--- config.mk ---
export PLATFORM = sky130hd
export DESIGN_NAME = ibex_fetch_req_ctrl
export DESIGN_NICKNAME = d
export VERILOG_FILES = /design/src/rtl/ibex_fetch_req_ctrl.sv
export SDC_FILE = /design/constraint.sdc
export NUM_CORES = 1
export LEC_CHECK = 0
export BUFFER_PORTS_ARGS = -buffer_cell sky130_fd_sc_hd__buf_2
export CAP_MARGIN = 20
export CORE_MARGIN = 10
export CORE_UTILIZATION = 43
export CTS_CLUSTER_SIZE = 10
export DETAILED_ROUTE_END_ITERATION = 10
export PLACE_DENSITY = 0.75
export SETUP_SLACK_MARGIN = 0.15
export SLEW_MARGIN = 25
export SYNTH_ARGS = -nofsm -noshare
export SYNTH_HDL_FRONTEND = slang
export SYNTH_SLANG_ARGS = --single-unit
export TNS_END_PERCENT = 50
--- constraint.sdc ---
create_clock -name clk_i -period 7.4 [get_ports clk_i]
set_input_delay 1.48 -clock clk_i [delete_from_list [all_inputs] [get_ports clk_i]]
set_output_delay 1.48 -clock clk_i [all_outputs]
set_load 0.02 [all_outputs]
--- src/rtl/ibex_fetch_req_ctrl.sv ---
// Instruction fetch request controller: issues word fetches to memory,
// tracks granted-but-unanswered requests and pushes in-order responses into
// the fetch FIFO, discarding responses made stale by a branch redirect.
module ibex_fetch_req_ctrl #(
   parameter int unsigned MAX_OUTSTANDING = 2,
   parameter logic [31:0] BOOT_ADDR       = 32'h0000_0080
) (
   input  logic        clk_i,
   input  logic        rst_i,
   input  logic        req_i,
   input  logic        branch_i,
   input  logic [31:0] addr_i,
   output logic        instr_req_o,
   output logic [31:0] instr_addr_o,
   input  logic        instr_gnt_i,
   input  logic        instr_rvalid_i,
   input  logic [31:0] instr_rdata_i,
   input  logic        fifo_ready_i,
   output logic        fifo_valid_o,
   output logic [31:0] fifo_addr_o,
   output logic [31:0] fifo_rdata_o,
   output logic        fifo_clear_o,
   output logic        busy_o
);

   typedef enum logic {
      IDLE,
      WAIT_GNT
   } state_e;

   localparam logic [1:0]  MAX_CNT   = 2'(MAX_OUTSTANDING);
   localparam logic [31:0] BOOT_WORD = BOOT_ADDR & 32'hFFFF_FFFC;

   state_e      state_q, state_d;
   logic [31:0] fetch_addr_q, fetch_addr_d;
   logic [31:0] wait_addr_q, wait_addr_d;
   logic [1:0]  out_cnt_q, out_cnt_d;
   logic [1:0]  discard_cnt_q, discard_cnt_d;
   logic        stale_pending_q, stale_pending_d;
   logic [31:0] queue_q [2];
   logic [31:0] queue_d [2];

   logic        issue_ok;
   logic        grant;
   logic        pop;
   logic        push_idx;
   logic [31:0] req_addr;
   logic [31:0] branch_target;

   // Request side: decide whether to present a request, which address it
   // carries (held copy while waiting for grant), and the FSM next state.
   always_comb begin
      state_d       = state_q;
      wait_addr_d   = wait_addr_q;
      branch_target = addr_i & 32'hFFFF_FFFC;
      issue_ok      = req_i & fifo_ready_i & (out_cnt_q < MAX_CNT) & ~branch_i;
      req_addr      = (state_q == WAIT_GNT) ? wait_addr_q : fetch_addr_q;
      instr_req_o   = ~rst_i & ((state_q == WAIT_GNT) | issue_ok);
      instr_addr_o  = req_addr;
      grant         = instr_req_o & instr_gnt_i;
      unique case (state_q)
         IDLE: begin
            wait_addr_d = fetch_addr_q;
            if (issue_ok && !instr_gnt_i) begin
               state_d = WAIT_GNT;
            end
         end
         WAIT_GNT: begin
            if (instr_gnt_i) begin
               state_d = IDLE;
            end
         end
         default: state_d = IDLE;
      endcase
   end

   // Bookkeeping: outstanding count, address queue, fetch pointer and the
   // discard/stale tracking that drops responses older than a redirect.
   always_comb begin
      pop             = instr_rvalid_i & (out_cnt_q != 2'd0);
      out_cnt_d       = out_cnt_q;
      discard_cnt_d   = discard_cnt_q;
      stale_pending_d = stale_pending_q;
      fetch_addr_d    = fetch_addr_q;
      queue_d         = queue_q;
      push_idx        = (out_cnt_q == 2'd2) || ((out_cnt_q == 2'd1) && !pop);

      if (grant && !pop) begin
         out_cnt_d = out_cnt_q + 2'd1;
      end else if (pop && !grant) begin
         out_cnt_d = out_cnt_q - 2'd1;
      end

      if (pop) begin
         queue_d[0] = queue_q[1];
      end
      if (grant) begin
         queue_d[push_idx] = req_addr;
      end

      if (pop && discard_cnt_q != 2'd0) begin
         discard_cnt_d = discard_cnt_q - 2'd1;
      end
      if (grant && stale_pending_q) begin
         discard_cnt_d = discard_cnt_d + 2'd1;
      end

      if (grant) begin
         stale_pending_d = 1'b0;
         if (!stale_pending_q) begin
            fetch_addr_d = req_addr + 32'd4;
         end
      end

      if (branch_i) begin
         fetch_addr_d  = branch_target;
         discard_cnt_d = out_cnt_d;
         if (state_q == WAIT_GNT && !grant) begin
            stale_pending_d = 1'b1;
         end
      end
   end

   // Response side: forward live responses to the FIFO, flush on redirect.
   always_comb begin
      fifo_valid_o = ~rst_i & pop & (discard_cnt_q == 2'd0) & ~branch_i;
      fifo_addr_o  = fifo_valid_o ? queue_q[0] : 32'd0;
      fifo_rdata_o = fifo_valid_o ? instr_rdata_i : 32'd0;
      fifo_clear_o = ~rst_i & branch_i;
      busy_o       = ~rst_i & ((out_cnt_q != 2'd0) | (state_q == WAIT_GNT));
   end

   // State registers with asynchronous reset back to the boot fetch point.
   always_ff @(posedge clk_i or posedge rst_i) begin
      if (rst_i) begin
         state_q         <= IDLE;
         fetch_addr_q    <= BOOT_WORD;
         wait_addr_q     <= BOOT_WORD;
         out_cnt_q       <= 2'd0;
         discard_cnt_q   <= 2'd0;
         stale_pending_q <= 1'b0;
         queue_q[0]      <= 32'd0;
         queue_q[1]      <= 32'd0;
      end else begin
         state_q         <= state_d;
         fetch_addr_q    <= fetch_addr_d;
         wait_addr_q     <= wait_addr_d;
         out_cnt_q       <= out_cnt_d;
         discard_cnt_q   <= discard_cnt_d;
         stale_pending_q <= stale_pending_d;
         queue_q[0]      <= queue_d[0];
         queue_q[1]      <= queue_d[1];
      end
   end

   // A response with nothing outstanding means the memory side is broken.
   assert property (@(posedge clk_i) disable iff (rst_i)
                    !(instr_rvalid_i && out_cnt_q == 2'd0));

endmodule

==> impl_metrics.toml <==
[run_status]
status = "finished, final reports clean"

[synth]
synth-edff-count = 0
synth_top_area_share_pct = 48.50
synth_seq_cells = 134
syn_nets = 741
yosys_warnings = 0
synth_area_leader_cell = "dfrtp_1"
syn_avg_cell_area_um2 = 10.24
synthArstFlopShare_pct = 100.0
synth_seq_area_share_pct = 49.27
ys_types = 52
ys.flop_type = "dfrtp_1"
post_synth_inst_count = 665
synth_area_leaders = "dfrtp_1 (49%), mux2i_1 (7.3%), and2_1 (6.0%), a21oi_1 (4.8%), nor2_1 (3.8%)"
synth_area_um2 = 6810

[timing]
slew_headroom_pct = 41.24
clock.fmax_mhz = 217.9
fin_crit_ps = 4590
rsz0062_at_grt = "no"
timing.hold.ws_ps = 478.4
setup_viol = 0
tns_ps = 0
tightest_slew_ps = 879.3
fin_crit_sh_pct = 62.03
maxSlewViolCount = 0
hold_viol = 0
fin_worst_skew_ps = 11.39

[power]
p_seq_share_pct = 41.3
switching_share_pct = 31.05
pwr_density_cell_nw_per_um2 = 309.7
combPwrFrac_pct = 25.4
p_sw_mw = 0.8138
p_leak_nw = 4.114
p_int_mw = 1.807
irDropWorstVdd_mv = 0.1959
pwr-share-clk_pct = 33.4

[place]
place_hpwl_um = 12600
gp_congestion = 0.8267
port_buffers = 168

[global_routing]
first_global_vias = 5518
antenna_found_initial = 2
overflow = 0
track_usage_pct = 17.33
grt_max_degree = 77
grt_pass1_wl_um = 29890

[cts]
cts_buffers = 17
cts_root_buffer = "clkbuf_16"
clock_sinks = 134
worstSkewPairLatency_ps = 430
post_cts_buffers = 0
cts_tree = "built"
clkSlewWorstSetupHoldPaths_ps = 60
cts_resized = 0
postCtsHoldBufs = 0
clock_path_buffers = 2
cts-htree-levels = 4

[floorplan]
die_area_um2 = 21270
die_width_um = 145.9
core_um2 = 15370
initial_utilization_pct = 44.31
die_h_um = 145.9
rows = 45
num_io_pins = 171

[drt]
vias = 5368
firstDrtPassIters = 7
drc = 0
via_per_inst = 5.132
drtIter0Drc = 364
antenna_left = 0
wire_per_inst_um = 17.63
wirelength_um = 18450

[critical_path]
critPathKind = "primary input to primary output"
crit_arrival_ps = 3110
cpPeakStageDelay_ps = 480
path_cells = "buf_2 -> nand2b_2 -> buf_4 -> nor4b_2 -> buf_4 -> and2_1 -> buf_2"
cp-start-kind = "primary input"
crit_slowest_cell = "buf_4"
worstPathRequired_ps = 5920
crit_fanout = 65
critPathCaptureType = "primary output"

[flow_run]
cap_viol_max_count = 0

[finish]
fillers = 1369
multi_input_area_um2 = 3209
drive_above_1_share_pct = 30.49
finalNetCount = 896
final_util_pct = 55.06
register_area_um2 = 3357
layout-area-overhead-vs-synth_pct = 24.27

[hold_path]
min_path_type = "flop to flop"
-- layout make-up --
cell class                 count  area share (%)
sequential                   134           39.67
multi-input combinational    466           37.92
timing repair buffer         174           10.70
clock buffer                  20           5.514
tap                          211           3.119
clock inverter                12           1.789
inverter                      27           1.227
antenna                        2         0.05914
-- layer usage --
metal | vias up | wire length (um) | global-route usage [%]
met5 | - | 0 | 0
met4 | 0 | 366 | 6.673
met3 | 28 | 901 | 4.626
met2 | 133 | 9040 | 28.50
met1 | 2586 | 8138 | 21.17
li1 | 2621 | - | -
-- worst max-delay path: cells and delay by family --
kind / cells / cell delay (ps)
and+or+nand+nor: 3 / 560
buffers and inverters: 4 / 1040
-- synth_stat cells, types with 3 or more instances --
master and number:
o21ai_0 11, a22oi_2 5, nand4b_1 3, xnor2_1 27, dfrtp_1 132, mux2_1 11
a21oi_1 65, buf_2 7, mux2i_1 50, o21ai_1 9, o211ai_1 3, nand2_1 25
a22oi_1 19, nand4_2 3, nor3_2 4, nand4_1 4, and2_1 65, nor2_1 69
nand2b_1 3, inv_1 26, o22ai_1 9, buf_6 3, nand3_1 18, ha_1 5
nand3b_1 11, mux2_2 18, clkbuf_1 25
-- through the flow --
stage               instances  setup WS, ps  power (mW)  instance area (um2)
global route             1045          2668       2.779                 8461
CTS                      1043          2763       2.642                 8426
finish                   1046          2810       2.621                 8463
detailed placement       1011          2782       1.752                 7807
floorplan                 665          2341       1.571                 6810
global placement         1011          2806       1.727                 7800
-- path summary, 6_finish.rpt --
kind                            startpoint                    endpoint  slack [ps]  depth (start not counted)
setup / recovery            instr_rvalid_i             fifo_addr_o[24]        2810                          7
hold / removal             fetch_addr_q[0]             fetch_addr_q[0]         480                          2
setup reg to reg                   state_q            fetch_addr_q[30]        4190                          8
hold reg to reg            fetch_addr_q[0]             fetch_addr_q[0]         480                          2
max in group asynchronous            rst_i                     state_q        5210                          3
min in group asynchronous            rst_i  asynchronous set/reset pin        1080                          2
-- placed cells by master, fill, tap and decap left out, drive strengths merged, types with 2 or more instances in the layout --
cell / n
dfrtp: 132
ha: 5
buf: 174
mux2: 29
clkinvlp: 5
and2: 65
nand4b: 3
a21oi: 66
a222oi: 2
xnor2: 27
inv: 27
nand2b: 3
o21ai: 20
a22oi: 24
diode: 2
or4: 2
nand3: 20
nor3: 5
nor2b: 2
a211oi: 2
maj3: 2
o211ai: 3
o22ai: 9
nor2: 69
and3: 2
nand2: 25
clkbuf: 20
dfstp: 2
nand3b: 12
mux2i: 50
nand4: 7
clkinv: 4
bufinv: 3
a21o: 2
-- cells by family (layout without fill, tap and decap cells) --
| family | count (synthesis) | after routing | share of synthesized area, % |
|---|---|---|---|
| XOR/XNOR | 27 | 27 | 3.472 |
| AND/OR/NAND/NOR | 221 | 221 | 17.89 |
| AO/OA/AOI/OAI | 132 | 132 | 11.91 |
| multiplexers | 79 | 79 | 12.14 |
| buffers and inverters | 65 | 233 | 4.097 |
| adder cells (fa/ha/maj) | 7 | 7 | 1.213 |
| other | 0 | 2 | 0 |
| flip-flops | 134 | 134 | 49.27 |
-- power by group through the flow --
stage	Combinational (mW)	Clock (mW)	Sequential [mW]
6_report	0.665	0.874	1.08
3_3_place_gp	0.644	0	1.08
5_1_grt	0.744	0.924	1.11
4_1_cts	0.670	0.890	1.08
3_5_place_dp	0.662	0	1.09
2_1_floorplan	0.520	0	1.05
Power figures use the tool's default switching activity.
